**src/rtl/df_start_chan_fifo.sv**
```systemverilog
// Start-token channel between two dataflow processes.
// The producer pushes a start token and the consumer pops it when it launches.
// Alongside the FIFO itself, the block exports the status that the deadlock
// detector reads:
//   - full/empty flags,
//   - per-end blocked flags,
//   - wrapping transaction counters,
//   - sticky overflow/underflow errors.
module df_start_chan_fifo #(
   parameter int unsigned DEPTH      = 2,
   parameter int unsigned DATA_WIDTH = 1,
   parameter int unsigned CNT_WIDTH  = 16
) (
   input  logic                         clock,
   input  logic                         reset,
   input  logic                         if_write,
   input  logic [DATA_WIDTH-1:0]        if_din,
   output logic                         if_full_n,
   input  logic                         if_read,
   output logic [DATA_WIDTH-1:0]        if_dout,
   output logic                         if_empty_n,
   input  logic                         prod_waiting,
   input  logic                         cons_idle,
   output logic                         wr_blk,
   output logic                         rd_blk,
   output logic [CNT_WIDTH-1:0]         trans_in_cnt,
   output logic [CNT_WIDTH-1:0]         trans_out_cnt,
   output logic [$clog2(DEPTH+1)-1:0]   occupancy,
   output logic                         err_overflow,
   output logic                         err_underflow
);

   localparam int unsigned PTR_W = (DEPTH > 1) ? $clog2(DEPTH) : 1;
   localparam int unsigned OCC_W = $clog2(DEPTH + 1);
   localparam logic [PTR_W-1:0] PTR_LAST = PTR_W'(DEPTH - 1);
   localparam logic [OCC_W-1:0] OCC_FULL = OCC_W'(DEPTH);

   // Token storage and pointers
   logic [DATA_WIDTH-1:0] mem_q [DEPTH];
   logic [PTR_W-1:0]      wr_ptr_q, wr_ptr_d;
   logic [PTR_W-1:0]      rd_ptr_q, rd_ptr_d;
   logic [OCC_W-1:0]      occ_q, occ_d;

   // Registered status
   logic                  full_n_q, full_n_d;
   logic                  empty_n_q, empty_n_d;
   logic [CNT_WIDTH-1:0]  cnt_in_q, cnt_in_d;
   logic [CNT_WIDTH-1:0]  cnt_out_q, cnt_out_d;
   logic                  err_ov_q, err_ov_d;
   logic                  err_un_q, err_un_d;

   // Handshake qualifiers and blocked-flag helper
   logic                  wr_en;
   logic                  rd_en;
   logic [CNT_WIDTH-1:0]  out_plus_occ;

   // Circular pointer advance; DEPTH need not be a power of two.
   function automatic logic [PTR_W-1:0] ptr_inc(input logic [PTR_W-1:0] p);
      return (p == PTR_LAST) ? '0 : p + 1'b1;
   endfunction

   // Accept qualifiers use the flags as registered, so a full channel rejects
   // a write even when a read frees a slot on the same edge.
   always_comb begin
      wr_en = if_write & full_n_q;
      rd_en = if_read & empty_n_q;

      wr_ptr_d = wr_en ? ptr_inc(wr_ptr_q) : wr_ptr_q;
      rd_ptr_d = rd_en ? ptr_inc(rd_ptr_q) : rd_ptr_q;

      occ_d = occ_q;
      case ({wr_en, rd_en})
         2'b10:   occ_d = occ_q + 1'b1;
         2'b01:   occ_d = occ_q - 1'b1;
         default: occ_d = occ_q;
      endcase

      full_n_d  = (occ_d != OCC_FULL);
      empty_n_d = (occ_d != '0);

      cnt_in_d  = cnt_in_q  + CNT_WIDTH'(wr_en);
      cnt_out_d = cnt_out_q + CNT_WIDTH'(rd_en);

      err_ov_d = err_ov_q | (if_write & ~full_n_q);
      err_un_d = err_un_q | (if_read  & ~empty_n_q);
   end

   // State update; reset wins over any same-cycle write or read.
   always_ff @(posedge clock) begin
      if (reset) begin
         for (int unsigned i = 0; i < DEPTH; i++) begin
            mem_q[i] <= '0;
         end
         wr_ptr_q  <= '0;
         rd_ptr_q  <= '0;
         occ_q     <= '0;
         full_n_q  <= 1'b1;
         empty_n_q <= 1'b0;
         cnt_in_q  <= '0;
         cnt_out_q <= '0;
         err_ov_q  <= 1'b0;
         err_un_q  <= 1'b0;
      end else begin
         if (wr_en) begin
            mem_q[wr_ptr_q] <= if_din;
         end
         wr_ptr_q  <= wr_ptr_d;
         rd_ptr_q  <= rd_ptr_d;
         occ_q     <= occ_d;
         full_n_q  <= full_n_d;
         empty_n_q <= empty_n_d;
         cnt_in_q  <= cnt_in_d;
         cnt_out_q <= cnt_out_d;
         err_ov_q  <= err_ov_d;
         err_un_q  <= err_un_d;
      end
   end

   // Blocked flags for the deadlock detector.
   // The counter term in wr_blk keeps the detector from acting on a
   // momentarily inconsistent snapshot.
   always_comb begin
      out_plus_occ = cnt_out_q + CNT_WIDTH'(occ_q);
      wr_blk = ~full_n_q & prod_waiting & ~if_read & (cnt_in_q == out_plus_occ);
      rd_blk = ~empty_n_q & cons_idle & ~if_write;
   end

   assign if_full_n     = full_n_q;
   assign if_empty_n    = empty_n_q;
   assign if_dout       = mem_q[rd_ptr_q];
   assign occupancy     = occ_q;
   assign trans_in_cnt  = cnt_in_q;
   assign trans_out_cnt = cnt_out_q;
   assign err_overflow  = err_ov_q;
   assign err_underflow = err_un_q;

   // Counters and occupancy must always agree modulo the counter width.
   a_cnt_invariant: assert property (@(posedge clock) disable iff (reset)
      ((cnt_in_q - cnt_out_q) == CNT_WIDTH'(occ_q)));

endmodule

```
**config.mk**
```make
export PLATFORM = sky130hd
export DESIGN_NAME = df_start_chan_fifo
export DESIGN_NICKNAME = d
export VERILOG_FILES = /design/src/rtl/df_start_chan_fifo.sv
export SDC_FILE = /design/constraint.sdc
export NUM_CORES = 1
export LEC_CHECK = 0
export CAP_MARGIN = 10
export CORE_ASPECT_RATIO = 1.75
export CORE_MARGIN = 10
export CORE_UTILIZATION = 55
export DETAILED_ROUTE_END_ITERATION = 16
export GPL_TIMING_DRIVEN = 0
export PLACE_DENSITY = 0.95
export SETUP_SLACK_MARGIN = 0.4
export SKIP_LAST_GASP = 1
export SLEW_MARGIN = 30
export SYNTH_ARGS = -nofsm -noshare
export SYNTH_HDL_FRONTEND = slang
export SYNTH_SLANG_ARGS = --single-unit
```
**constraint.sdc**
```tcl
create_clock -name clock -period 5.1 [get_ports clock]
set_input_delay 0.51 -clock clock [delete_from_list [all_inputs] [get_ports clock]]
set_output_delay 0.51 -clock clock [all_outputs]
set_load 0.01 [all_outputs]
```
==> out/metrics.csv <==
metric,value,unit
path_clk_slew,80,ps
final_area,2870,µm²
setup_viol,0,
finalHoldViolations,0,
avgSynthCellArea,8.58,µm²
drt_iter0_drc,55,
status,"complete, no violations",
drive_gt1_share,5.66,%
tightest_slew,533,ps
power_density,281,nW/µm²
syn_area,2260,µm²
fin_skew,4.66,ps
core_area,3940,µm²
final_nets,332,
ys_warn_count,0,
place_hpwl,4470,µm
clkSinkCount,43,
rsz0062_at_grt,no,
drv_slew,0,
htreeDepth,2,
grt_pass1_vias,2147,
clockBufferDepth,2,
ys_types,39,
ys_top_cells_by_area,"dfxtp_1, xnor2_1, xor2_1",
required,4590,ps
synth_top_area_share,36.2,%
io_pins,48,
io_buffers,46,
postCtsSetupBuffers,0,
end_kind,primary output,
final_cells,366,
area_growth,26.7,%
drv_cap,0,
wl_met3,444,µm
wl_met2,3180,µm
highest_layer,met4,
met1Wirelength,1970,µm
worstSetupStartpointType,flop,
vias,2053,
num_antenna_cells,0,
routed_wl,5780,µm
ys_seq_elements,43,
fp.dieW,68.5,µm
wl_per_cell,15.8,µm
worstSkewPairLatency,300,ps
syn_inst,264,
synth_edf_count,2,
grt_overflow,0,
fin_crit,3950,ps
critPathSlowestCell,clkdlybuf4s50_1,
yosysTopAreaCell,dfxtp_1,
post_cts_resized,0,
ant_nets,0,
cp.arrival,3440,ps
ctsHoldBuffers,0,
peakVddDrop,0.264,mV
gp_congestion,0.900,
numCtsBuffers,5,
ys_dominant_reg_cell,dfxtp_1,
antenna_found_initial,0,
start_util,57.5,%
grt_max_degree,14,
vias_per_cell,5.61,
setup-tns-final,0,ps
yosysSeqAreaShare,38.9,%
cpPeakStageDelay,580,ps
post-route-period-util,77.5,%
syn_nets,279,
dp_cells,358,
grt_first_pass_wirelength,9540,µm
path_max_fanout,4,
crit_type,flop to primary output,
fp-row-count,30,
track_usage,16.8,%
p_leak,0.00108,µW
drc_errors,0,
cp_cell_sequence,ha_1 -> fa_1 -> xor2_1 -> nor4b_2 -> and3_1 -> nand4_1 -> or4_1 -> nor4_2 -> clkdlybuf4s50_1,
die_area,7190,µm²
relSlewSlack,64.5,%
root_buffer,clkbuf_8,
hold_class,flop to flop,
max_freq,0.253,GHz
synth-async-reset-ratio,0,%
postPlaceCellArea,2790,µm²
first_pass_iters,4,
synth_common_cells,"dfxtp_1, nor2_1, xnor2_1, xor2_1, nand2_1",
cts_tree,done,
die_y,105,µm
## final timing paths
| kind | startpoint | end | slack (ps) | depth (start not counted) |
|---|---|---|---|---|
| max | occupancy[0] | wr_blk | 1150 | 9 |
| min | err_overflow | err_overflow | 480 | 2 |
| min reg2reg | err_overflow | err_overflow | 480 | 2 |
| max reg2reg | if_empty_n | trans_out_cnt[14] | 3070 | 8 |
## sequential cells by signal, indices dropped and copies added (netlist names), named ones only
signal,cells
mem_q,2
if_empty_n,1
occupancy,2
trans_out_cnt,16
err_overflow,1
rd_ptr_q,1
if_full_n,1
wr_ptr_q,1
trans_in_cnt,16
err_underflow,1
## critical path, delay by kind of cell (launching register included)
kind | cells | cell delay (ps)
xor gates and xnor gates | 1 | 170
and+or+nand+nor | 5 | 1300
DFF | 1 | 430
adders and majority gates | 2 | 660
buffers and inverters | 1 | 580
## kinds of logic (layout without fill, tap and decap cells)
logic type / count (synthesis) / in the layout / share of synthesized area, %
compound gates: 30 / 30 / 7.40
xor+xnor: 46 / 46 / 17.8
fa+ha+maj: 8 / 8 / 4.75
buf+inv: 18 / 72 / 3.76
flops: 43 / 43 / 38.9
mux: 3 / 3 / 1.44
simple gates: 116 / 116 / 26.0
## where the power goes
part	leakage, µW	total (µW)	internal [µW]	switching, µW
logic	0.000683	191	101	90.3
registers	0.000354	404	371	32.6
clock network	0.0000392	210	93.0	117
## cell type report
class                      instances  area (µm²)
sequential                        43         881
inverter                           5        18.8
clock inverter                     3        15.0
tap                               48        60.1
multi-input combinational        203        1300
timing repair buffer              46         460
clock buffer                       5        68.8
fill                             306        1070
buffer                            13        66.3
## metrics by stage
stage / util (%) / hold WS [ps] / setup slack [ps] / power [µW]
5_1_grt: 72.8 / 553 / 949 / 847
3_3_place_gp: 70.7 / 453 / 1530 / 593
3_5_place_dp: 70.7 / 464 / 1490 / 602
4_1_cts: 72.8 / 487 / 1130 / 811
2_1_floorplan: - / 481 / 2080 / 513
6_report: 72.8 / 481 / 1150 / 805
## per-layer routing
layer / vias to the layer above / track usage, %
li1: 1000 / -
met1: 970 / 14.7
met2: 66 / 31.2
met3: 17 / 5.35
met4: 0 / 8.38
met5: - / 0
## layout by cell type (no fill, tap or decap), drive strengths merged, types with 2 or more instances in the layout
| cell type | n |
|---|---|
| and4 | 2 |
| buf | 8 |
| or4 | 2 |
| clkbuf | 10 |
| and3 | 4 |
| nand2b | 3 |
| mux2 | 2 |
| dfxtp | 41 |
| clkinv | 2 |
| xor2 | 23 |
| nand2 | 16 |
| clkdlybuf4s50 | 46 |
| or3 | 7 |
| nor3 | 4 |
| nor2b | 4 |
| xnor2 | 23 |
| nand4 | 10 |
| nor4 | 2 |
| a21oi | 12 |
| nand3 | 16 |
| o21ai | 12 |
| o31ai | 2 |
| edfxtp | 2 |
| nor2 | 41 |
| and2 | 2 |
| inv | 5 |
| ha | 7 |
Note: power is estimated with default switching activity, not from simulation.
